$ cat src/rtl/pakout_pkg.sv
// -----------------------------------------------------------------------------
// pakout_pkg
//   Shared constants and size helpers for the packet-out serializer.
//   - RX_* / TX_* : state encodings of the message-receive and packet-send FSMs
//   - msg_size()  : width of one assembled message {red,dat,dst,src}
//   - tot_pks()   : packets per message (message width rounded up to PSZ)
//   - idx_width() : width of the packet index (never below 1 bit)
//   - addr_width(): FIFO address width for a power-of-2 depth
// -----------------------------------------------------------------------------
package pakout_pkg;

   localparam logic [1:0] RX_IDLE = 2'd0;
   localparam logic [1:0] RX_REL  = 2'd1;

   localparam logic [1:0] TX_IDLE = 2'd0;
   localparam logic [1:0] TX_REQ  = 2'd1;
   localparam logic [1:0] TX_REL  = 2'd2;

   function automatic int msg_size(input int asz, input int dsz, input int rsz);
      return 2 * asz + dsz + rsz;
   endfunction

   function automatic int tot_pks(input int msg_sz, input int psz);
      return (msg_sz + psz - 1) / psz;
   endfunction

   function automatic int idx_width(input int tot);
      return (tot > 1) ? $clog2(tot) : 1;
   endfunction

   function automatic int addr_width(input int depth);
      return (depth > 1) ? $clog2(depth) : 1;
   endfunction

endpackage

$ cat src/rtl/pakout_fifo.sv
// -----------------------------------------------------------------------------
// pakout_fifo
//   Synchronous message FIFO with wrap-around pointers (one extra MSB tells
//   full from empty). Head entry is read combinationally so the consumer can
//   pop and capture the message on the same edge.
//   Ports:
//     clk      in   clock, all state on rising edge
//     rst_n    in   asynchronous active-low reset (empties the FIFO)
//     i_push   in   write i_data (ignored when full)
//     i_data   in   W-bit entry to write
//     i_pop    in   drop head entry (ignored when empty)
//     o_data   out  current head entry
//     o_full   out  DEPTH entries stored
//     o_empty  out  no entries stored
// -----------------------------------------------------------------------------
module pakout_fifo
   import pakout_pkg::*;
#(
   parameter int W     = 48,
   parameter int DEPTH = 4
) (
   input  logic         clk,
   input  logic         rst_n,
   input  logic         i_push,
   input  logic [W-1:0] i_data,
   input  logic         i_pop,
   output logic [W-1:0] o_data,
   output logic         o_full,
   output logic         o_empty
);

   localparam int AW = addr_width(DEPTH);

   logic [W-1:0] r_mem [DEPTH];
   logic [AW:0]  r_wr_ptr;
   logic [AW:0]  r_rd_ptr;
   logic         w_wr_en;
   logic         w_rd_en;

   assign o_empty = (r_wr_ptr == r_rd_ptr);
   assign o_full  = (r_wr_ptr[AW] != r_rd_ptr[AW]) &&
                    (r_wr_ptr[AW-1:0] == r_rd_ptr[AW-1:0]);

   assign w_wr_en = i_push && !o_full;
   assign w_rd_en = i_pop && !o_empty;

   // Storage carries no reset: pointer reset alone discards the contents.
   always_ff @(posedge clk) begin
      if (w_wr_en) begin
         r_mem[r_wr_ptr[AW-1:0]] <= i_data;
      end
   end

   always_ff @(posedge clk or negedge rst_n) begin
      if (!rst_n) begin
         r_wr_ptr <= '0;
         r_rd_ptr <= '0;
      end else begin
         if (w_wr_en) begin
            r_wr_ptr <= r_wr_ptr + 1'b1;
         end
         if (w_rd_en) begin
            r_rd_ptr <= r_rd_ptr + 1'b1;
         end
      end
   end

   assign o_data = r_mem[r_rd_ptr[AW-1:0]];

endmodule

$ cat src/rtl/pakout.sv
// -----------------------------------------------------------------------------
// pakout
//   Packet-link serializer. Accepts whole messages {src,dst,dat,red} on a
//   4-phase req/ack message channel, queues them, and sends each as TOT_PKS
//   packets of PSZ bits (LSB packet first) on a 4-phase packet channel.
//   Ports:
//     gch_clk    in   clock
//     gch_reset  in   asynchronous active-low reset
//     gch_ready  out  initialised and synchronizers settled
//     rcv0_src/dst/dat/red  in   message fields (src lands in the LSBs)
//     rcv0_req   in   message request        rcv0_ack  out  message acknowledge
//     snd0_pck   out  packet payload         snd0_idx  out  packet index, 0 first
//     snd0_last  out  high on final packet   snd0_req  out  packet request
//     snd0_ack   in   packet acknowledge
// -----------------------------------------------------------------------------
module pakout
   import pakout_pkg::*;
#(
   parameter  int PSZ     = 8,
   parameter  int FSZ     = 4,
   parameter  int ASZ     = 6,
   parameter  int DSZ     = 32,
   parameter  int RSZ     = 4,
   parameter  int SYN_CKS = 2,
   localparam int MSG_SZ  = msg_size(ASZ, DSZ, RSZ),
   localparam int TOT_PKS = tot_pks(MSG_SZ, PSZ),
   localparam int IDX_W   = idx_width(TOT_PKS)
) (
   input  logic             gch_clk,
   input  logic             gch_reset,
   output logic             gch_ready,
   input  logic [ASZ-1:0]   rcv0_src,
   input  logic [ASZ-1:0]   rcv0_dst,
   input  logic [DSZ-1:0]   rcv0_dat,
   input  logic [RSZ-1:0]   rcv0_red,
   input  logic             rcv0_req,
   output logic             rcv0_ack,
   output logic [PSZ-1:0]   snd0_pck,
   output logic [IDX_W-1:0] snd0_idx,
   output logic             snd0_last,
   output logic             snd0_req,
   input  logic             snd0_ack
);

   localparam int SH_W  = TOT_PKS * PSZ;
   localparam int CNT_W = $clog2(SYN_CKS + 1);

   logic [SYN_CKS-1:0] r_req_sync;
   logic [SYN_CKS-1:0] r_ack_sync;
   logic               w_req_s;
   logic               w_ack_s;

   logic [CNT_W-1:0]   r_rdy_cnt;
   logic               r_ready;

   logic [1:0]         r_rx_state;
   logic               r_rcv_ack;

   logic [1:0]         r_tx_state;
   logic               r_snd_req;
   logic               r_last;
   logic [IDX_W-1:0]   r_idx;
   logic [SH_W-1:0]    r_shift;

   logic [MSG_SZ-1:0]  w_msg;
   logic [MSG_SZ-1:0]  w_head;
   logic               w_push;
   logic               w_pop;
   logic               w_full;
   logic               w_empty;

   assign w_req_s = r_req_sync[SYN_CKS-1];
   assign w_ack_s = r_ack_sync[SYN_CKS-1];

   assign w_msg = {rcv0_red, rcv0_dat, rcv0_dst, rcv0_src};

   // Push is gated on the registered full flag, so a pop in the same cycle
   // as full does not open a slot until the next cycle.
   assign w_push = r_ready && (r_rx_state == RX_IDLE) && w_req_s && !w_full;
   assign w_pop  = r_ready && (r_tx_state == TX_IDLE) && !w_empty;

   // Input synchronizers for the two asynchronous handshake inputs.
   always_ff @(posedge gch_clk or negedge gch_reset) begin
      if (!gch_reset) begin
         r_req_sync <= '0;
         r_ack_sync <= '0;
      end else begin
         r_req_sync <= {r_req_sync[SYN_CKS-2:0], rcv0_req};
         r_ack_sync <= {r_ack_sync[SYN_CKS-2:0], snd0_ack};
      end
   end

   // Ready once the synchronizer chains have been flushed with real samples.
   always_ff @(posedge gch_clk or negedge gch_reset) begin
      if (!gch_reset) begin
         r_rdy_cnt <= '0;
         r_ready   <= 1'b0;
      end else begin
         if (r_rdy_cnt != CNT_W'(SYN_CKS)) begin
            r_rdy_cnt <= r_rdy_cnt + 1'b1;
         end
         r_ready <= (r_rdy_cnt == CNT_W'(SYN_CKS));
      end
   end

   // Message receive: one FIFO push per complete 4-phase handshake.
   always_ff @(posedge gch_clk or negedge gch_reset) begin
      if (!gch_reset) begin
         r_rx_state <= RX_IDLE;
         r_rcv_ack  <= 1'b0;
      end else begin
         case (r_rx_state)
            RX_IDLE: begin
               if (w_push) begin
                  r_rcv_ack  <= 1'b1;
                  r_rx_state <= RX_REL;
               end
            end
            RX_REL: begin
               if (!w_req_s) begin
                  r_rcv_ack  <= 1'b0;
                  r_rx_state <= RX_IDLE;
               end
            end
            default: begin
               r_rcv_ack  <= 1'b0;
               r_rx_state <= RX_IDLE;
            end
         endcase
      end
   end

   // Packet send: payload/idx/last only move on TX_REL -> TX_REQ, i.e. after
   // the peer has released ack, so they are stable for the whole handshake.
   always_ff @(posedge gch_clk or negedge gch_reset) begin
      if (!gch_reset) begin
         r_tx_state <= TX_IDLE;
         r_snd_req  <= 1'b0;
         r_last     <= 1'b0;
         r_idx      <= '0;
         r_shift    <= '0;
      end else begin
         case (r_tx_state)
            TX_IDLE: begin
               if (w_pop) begin
                  r_shift    <= SH_W'(w_head);
                  r_idx      <= '0;
                  r_last     <= (TOT_PKS == 1);
                  r_tx_state <= TX_REQ;
               end
            end
            TX_REQ: begin
               r_snd_req <= 1'b1;
               if (r_snd_req && w_ack_s) begin
                  r_snd_req  <= 1'b0;
                  r_tx_state <= TX_REL;
               end
            end
            TX_REL: begin
               if (!w_ack_s) begin
                  if (r_last) begin
                     r_tx_state <= TX_IDLE;
                  end else begin
                     r_idx      <= r_idx + 1'b1;
                     r_shift    <= r_shift >> PSZ;
                     r_last     <= (int'(r_idx) + 2 == TOT_PKS);
                     r_tx_state <= TX_REQ;
                  end
               end
            end
            default: begin
               r_snd_req  <= 1'b0;
               r_tx_state <= TX_IDLE;
            end
         endcase
      end
   end

   pakout_fifo #(
      .W     (MSG_SZ),
      .DEPTH (FSZ)
   ) u_fifo (
      .clk     (gch_clk),
      .rst_n   (gch_reset),
      .i_push  (w_push),
      .i_data  (w_msg),
      .i_pop   (w_pop),
      .o_data  (w_head),
      .o_full  (w_full),
      .o_empty (w_empty)
   );

   assign gch_ready = r_ready;
   assign rcv0_ack  = r_rcv_ack;
   assign snd0_pck  = r_shift[PSZ-1:0];
   assign snd0_idx  = r_idx;
   assign snd0_last = r_last;
   assign snd0_req  = r_snd_req;

endmodule

$ cat config.mk
export PLATFORM = sky130hd
export DESIGN_NAME = pakout
export DESIGN_NICKNAME = d
export VERILOG_FILES = /design/src/rtl/pakout_pkg.sv /design/src/rtl/pakout_fifo.sv /design/src/rtl/pakout.sv
export SDC_FILE = /design/constraint.sdc
export NUM_CORES = 1
export LEC_CHECK = 0
export ABC_CLOCK_PERIOD_IN_PS = 11600
export CAP_MARGIN = 40
export CORE_MARGIN = 5
export CORE_UTILIZATION = 55
export DETAILED_ROUTE_END_ITERATION = 6
export DONT_BUFFER_PORTS = 1
export PLACE_DENSITY = 0.72
export SYNTH_ARGS = -nofsm -noshare
export SYNTH_HDL_FRONTEND = slang
export SYNTH_HIERARCHICAL = 1
export SYNTH_SLANG_ARGS = --single-unit
$ cat constraint.sdc
create_clock -name gch_clk -period 11.6 [get_ports gch_clk]
set_input_delay 2.32 -clock gch_clk [delete_from_list [all_inputs] [get_ports gch_clk]]
set_output_delay 2.32 -clock gch_clk [all_outputs]
set_load 0.01 [all_outputs]
# Word-level counts from Yosys, hierarchy flattened
# Memories as Yosys holds them, arrays and structs flattened.
# Index checks and enable logic that the tools add are counted.
[op_classes] add_sub_neg=5 eq_ne=15 n_mux=27 reduce_logical=19
[op_table] cell="two-way mux 48 bit" n=3
[op_table] cell="one-hot mux 48 bit (2 select lines)" n=1
[op_table] cell="two-way mux 2 bit" n=5
[op_table] cell="!= test 2 bit, second input constant" n=5
[op_table] cell="adder 3 x 1 -> 3 bit, second input constant" n=3
[op_table] cell="logical AND 1 bit" n=9
[op_table] cell="two-way mux 1 bit" n=9
[op_table] cell="two-way mux 3 bit" n=3
[op_table] cell="one-hot mux 1 bit (2 select lines)" n=3
[op_table] cell="one-hot mux 2 bit (3 select lines)" n=1
[op_table] cell="one-hot mux 3 bit (2 select lines)" n=1
[op_table] cell="AND reduction 3 bit" n=2
[op_table] cell="adder 3 x 2 -> 4 bit, second input constant" n=1
[op_table] cell="== test 2 x 1 -> 1 bit, second input constant" n=2
[op_table] cell="== test 2 bit, second input constant" n=2
[op_table] cell="== test 4 x 3 -> 1 bit, second input constant" n=1
[op_table] cell="zero test 2 bit" n=2
[op_table] cell="!= test 2 x 1 -> 1 bit, second input constant" n=2
[op_table] cell="one-hot mux 2 bit (2 select lines)" n=1
[op_table] cell="AND reduction 4 bit" n=1
[op_table] cell="== test 3 bit" n=1
[op_table] cell="adder 2 x 1 -> 2 bit, second input constant" n=1
[op_table] cell="== test 2 bit" n=1
[op_table] cell="zero test 1 bit" n=2
[op_table] cell="other kinds (4)" n=4
[totals] register_bits=71 mem_bits_rw=192 output_inout_bits=15 n_memories=1
[memory_table] memory="u_fifo.r_mem" words=4 width=48 read_ports=1 rd_clocked_by_memory_dff=0 wr=1 line="pakout_fifo.sv:34" text="logic [W-1:0] r_mem [DEPTH];"

# Logic depth before layout (Yosys ltp)
[depth] ltp_word=7 ltp_mapped=10

# Modules after synthesis
# Netlist, hierarchy kept.
[modules_own_cells] module="pakout_fifo" instances=1 cells_per_inst=300 area_each_um2=7408.4
[modules_own_cells] module="pakout" instances=1 cells_per_inst=317 area_each_um2=2907.8

# Least setup slack after synthesis
# No wires, ideal clock.
[synth_path] path_type="register to register" from="register u_fifo.r_wr_ptr[0]" to="memory u_fifo.r_mem[3][0], enable pin" setup_time_ps=429 arrival_time_ps=3218 t_required_ps=11171 path_slack_ps=7953 path_stages_with_launch=7 path_cell_list="dfrtp_1 > xnor2_1 > nand3_1 > inv_1 > nor4bb_1 > nand2_1 > a31oi_2"
[synth_via] elab_chain_cells=7
[synth_rtl] element="start: declaration" line="pakout_fifo.sv:35" text="logic [AW:0] r_wr_ptr;"
[synth_rtl] element="start signal: assignment" line="pakout_fifo.sv:60" text="r_wr_ptr <= r_wr_ptr + 1'b1;"
[synth_rtl] element="== test 2 bit" line="pakout_fifo.sv:42" text="(r_wr_ptr[AW-1:0] == r_rd_ptr[AW-1:0]);"
[synth_rtl] element="logical AND 1 bit" line="pakout_fifo.sv:41" text="assign o_full = (r_wr_ptr[AW] != r_rd_ptr[AW]) &&"
[synth_rtl] element="via w_full" line="pakout.sv:69" text="logic w_full;"
[synth_rtl] element="zero test 1 bit" line="pakout.sv:79" text="assign w_push = r_ready && (r_rx_state == RX_IDLE) && w_req_s && !w_full;"
[synth_rtl] element="logical AND 1 bit" line="pakout.sv:79"
[synth_rtl] element="via w_push" line="pakout.sv:67" text="logic w_push;"
[synth_rtl] element="logical AND 1 bit" line="pakout_fifo.sv:44" text="assign w_wr_en = i_push && !o_full;"
[synth_rtl] element="two-way mux 1 bit" line="pakout_fifo.sv:49" text="if (w_wr_en) begin"
[synth_rtl] element="two-way mux 1 bit (implied by the code)" line="pakout_fifo.sv:50" text="r_mem[r_wr_ptr[AW-1:0]] <= i_data;"
[synth_rtl] element="end: declaration" line="pakout_fifo.sv:34"
# The timed path passes the listed nets, and every way through them passes these cells.

# Worst setup path in the final report
[layout_path] from="register r_last, in the netlist snd0_last" to="output port snd0_last"
[layout_rtl] element="start: declaration" line="pakout.sv:61" text="logic r_last;"
[layout_rtl] element="start signal: assignment" line="pakout.sv:148" text="r_last <= (TOT_PKS == 1);"
[layout_rtl] element="start signal: assignment" line="pakout.sv:166" text="r_last <= (int'(r_idx) + 2 == TOT_PKS);"
[layout_rtl] element="end: declaration" line="pakout.sv:40" text="output logic snd0_last,"
# No word-level cell between the ends.

==> impl_metrics.py <==
metrics = {
    "power_and_ir_drop": {
        "p_per_area_nw_per_um2": 270,
        "ir_drop_mv": 0.143,
        "p_leak_nw": 3.94,
    },
    "grt": {
        "grt_pass1_vias": 5590,
        "grt_use_total_pct": 18.3,
        "grt_pass1_wl_microns": 31100,
        "antenna_found_initial": 0,
        "grt_overflow": 0,
        "grt_max_degree": 70,
    },
    "route": {
        "wl_met1_microns": 7540,
        "drt_iter0_drc": 408,
        "postRouteAntennaNets": 0,
        "wl_met2_microns": 9720,
        "drt-total-wl_microns": 19200,
        "viasPerCell": 6.10,
        "drc": 0,
        "first_pass_iters": 5,
        "routed-via-count": 5286,
        "wl_per_cell_microns": 22.2,
        "routed.top_layer": "met4",
        "met3_length_microns": 1540,
    },
    "place": {
        "post-dp-hpwl_microns": 11700,
        "postPlaceCellArea_sq_um": 10500,
        "globalplace.congestion": 0.785,
        "port_buffers": 0,
        "dp_slack_ns": 8.28,
    },
    "clock_network": {
        "cts_root_buffer": "clkbuf_16",
        "cts_setup_buffers": 0,
        "ctsHoldBuffers": 0,
        "clock_sinks": 261,
        "numCtsBuffers": 26,
        "cts.clk_slew.worst_paths_ns": 0.06,
        "h-tree-depth": 1,
        "cts_tree": "yes",
        "ctsResizeCount": 0,
        "worstSkewPairLatency_ns": 0.52,
        "clock_path_buffers": 3,
    },
    "worst_setup_path": {
        "rr_worst_depth": 9,
        "cp_max_fo": 4,
        "rrSetupSlack_ns": 8.33,
        "cp-start-kind": "flop",
        "crit_required_ns": 9.28,
        "crit_type": "reg2out",
        "r2r_start": "u_fifo/r_rd_ptr[0]$_DFFE_PN0P_",
        "r2r_end": "r_shift[12]$_DFFE_PN0P_",
        "cp.arrival_ns": 1.07,
        "cp-end-kind": "primary output",
    },
    "logic_synthesis": {
        "synth.top_cell.area_share_pct": 55.9,
        "yosys-top-cells-area": "edfxtp_1, dfrtp_1, mux4_2",
        "synth_edf_count": 192,
        "synth.avg_cell_area_sq_um": 16.7,
        "synthCells": 617,
        "yosysMostFrequentCell": "edfxtp_1",
        "synth-seq-area-share_pct": 72.6,
        "synth.distinct_cells": 40,
        "synth_fp_nets": 677,
        "synth_top_cell_by_area": "edfxtp_1",
        "ys_ff_latch": 261,
        "ys_top_cells_by_count": "edfxtp_1, nand2_1, dfrtp_1",
        "synth_area_sq_um": 10300,
        "synth_ff_type": "edfxtp_1",
        "yosysWarningCount": 6,
        "synth-async-reset-ratio_pct": 26.4,
    },
    "outcome": {
        "status": "completed",
    },
    "die": {
        "core_area_sq_um": 18600,
        "boundaryPins": 67,
        "dieWidth_microns": 147,
        "dieArea_sq_um": 21600,
        "initial_core_util_pct": 55.5,
        "core.rowCount": 50,
        "chipHeight_microns": 147,
    },
    "timing": {
        "setup_viol": 0,
        "tightestPinTransition_ns": 0.775,
        "hold_viol_final": 0,
        "skew_ns": 0.0113,
        "slew_violations": 0,
        "slew_headroom_pct": 48.4,
        "fmax_ghz": 0.295,
        "rsz0062_at_grt": "false",
        "min_period_over_period_pct": 29.2,
        "fin_ws_ns": 8.21,
        "tns_ns": 0,
        "min_period_ns": 3.39,
    },
    "min_path": {
        "min_to": "r_ack_sync[1]$_DFF_PN0_",
        "min-delay-path-class": "reg2reg",
        "min_path_cells": 0,
        "worstHoldStart": "r_ack_sync[0]$_DFF_PN0_",
    },
    "finish": {
        "drive_gt1_share_pct": 17.4,
        "postLayoutCellArea_sq_um": 11400,
        "fin_nets": 672,
        "area_delta_synth_final_pct": 10.1,
        "diodes": 0,
        "fillers": 1290,
    },
    "flow_run": {
        "drv_cap": 0,
    },
}
## power by group
| part | internal [mW] | switching [mW] | leakage (nW) |
|---|---|---|---|
| sequential | 1.25 | 0.116 | 2.54 |
| clock | 0.479 | 0.325 | 0.413 |
| combinational | 0.378 | 0.519 | 0.990 |
| total | 2.10 | 0.960 | 3.94 |
## routing by layer
metal / GRT usage (%) / vias up
li1: - / 2349
met1: 23.5 / 2738
met2: 30.8 / 167
met3: 5.58 / 32
met4: 5.03 / 0
met5: 0 / -
## how the worst max path moves through the flow
stage	startpoint	endpoint	cells past startpoint
after floorplan	u_fifo/r_wr_ptr[0]$_DFFE_PN0P_	u_fifo/r_mem[3][0]$_DFFE_PP_	6
after global placement	u_fifo/r_wr_ptr[0]$_DFFE_PN0P_	u_fifo/r_mem[3][29]$_DFFE_PP_	7
after detailed placement	u_fifo/r_rd_ptr[0]$_DFFE_PN0P_	r_shift[12]$_DFFE_PN0P_	9
after CTS	snd0_last$_DFFE_PN0P_	snd0_last	0
after global routing	u_fifo/r_rd_ptr[0]$_DFFE_PN0P_	r_shift[12]$_DFFE_PN0P_	9
final	snd0_last$_DFFE_PN0P_	snd0_last	0
## state kept, by name (all words and copies together) (netlist names), 2 cells and up
register         count
r_rdy_cnt            2
u_fifo/r_rd_ptr      3
r_ack_sync           2
u_fifo/r_wr_ptr      3
r_req_sync           2
r_shift             48
u_fifo/r_mem       192
snd0_idx             3
r_tx_state           2
## placed cells by master, fill, tap and decap left out, types with 4 or more instances in the layout
| cell type | netlist | final |
|---|---|---|
| xnor2_1 | 6 | 6 |
| clkinv_1 | 0 | 9 |
| buf_4 | 14 | 8 |
| dfrtp_1 | 69 | 67 |
| inv_1 | 9 | 9 |
| clkbuf_16 | 0 | 27 |
| ha_1 | 8 | 8 |
| nor3_1 | 42 | 42 |
| nand3_1 | 18 | 18 |
| a21oi_1 | 6 | 6 |
| o31ai_1 | 5 | 5 |
| nand2_1 | 95 | 95 |
| a31oi_1 | 40 | 40 |
| mux4_2 | 48 | 48 |
| clkinv_2 | 0 | 4 |
| edfxtp_1 | 192 | 192 |
## stage by stage
stage	util [%]	total power, mW	hold slack (ns)	cells
floorplan	-	2.09	0.331	617
global placement	56.0	2.21	0.337	813
detailed placement	56.6	2.28	0.337	818
CTS	61.1	3.09	0.350	866
global route	61.1	3.24	0.358	866
finish	61.1	3.06	0.346	866
## worst register-to-register path: cells and delay by family, from the launching register on
family / cells / cell delay, ns
xor gates and xnor gates: 1 / 0.25
AOI/OAI and AO/OA: 1 / 0.20
buffers and inverters: 4 / 1.41
and+or+nand+nor: 3 / 0.92
DFF: 1 / 0.41
## kinds of logic after synthesis
logic type / count (synthesis) / synth area share, %
DFF: 261 / 72.6
and+or+nand+nor: 170 / 7.59
buffers and inverters: 56 / 3.18
xor gates and xnor gates: 11 / 1.19
adders and majority gates: 8 / 0.970
muxes: 49 / 10.6
AOI/OAI and AO/OA: 62 / 3.87
## cell type report
class / instances / area [sq um] / area share [%]
timing repair buffer: 13 / 174 / 1.53
tap: 234 / 293 / 2.58
multi-input combinational: 300 / 2520 / 22.2
clock buffer: 32 / 714 / 6.29
sequential: 261 / 7500 / 66.0
clock inverter: 16 / 123 / 1.08
inverter: 10 / 37.5 / 0.330
No activity file was read; power rests on OpenSTA's default activity.
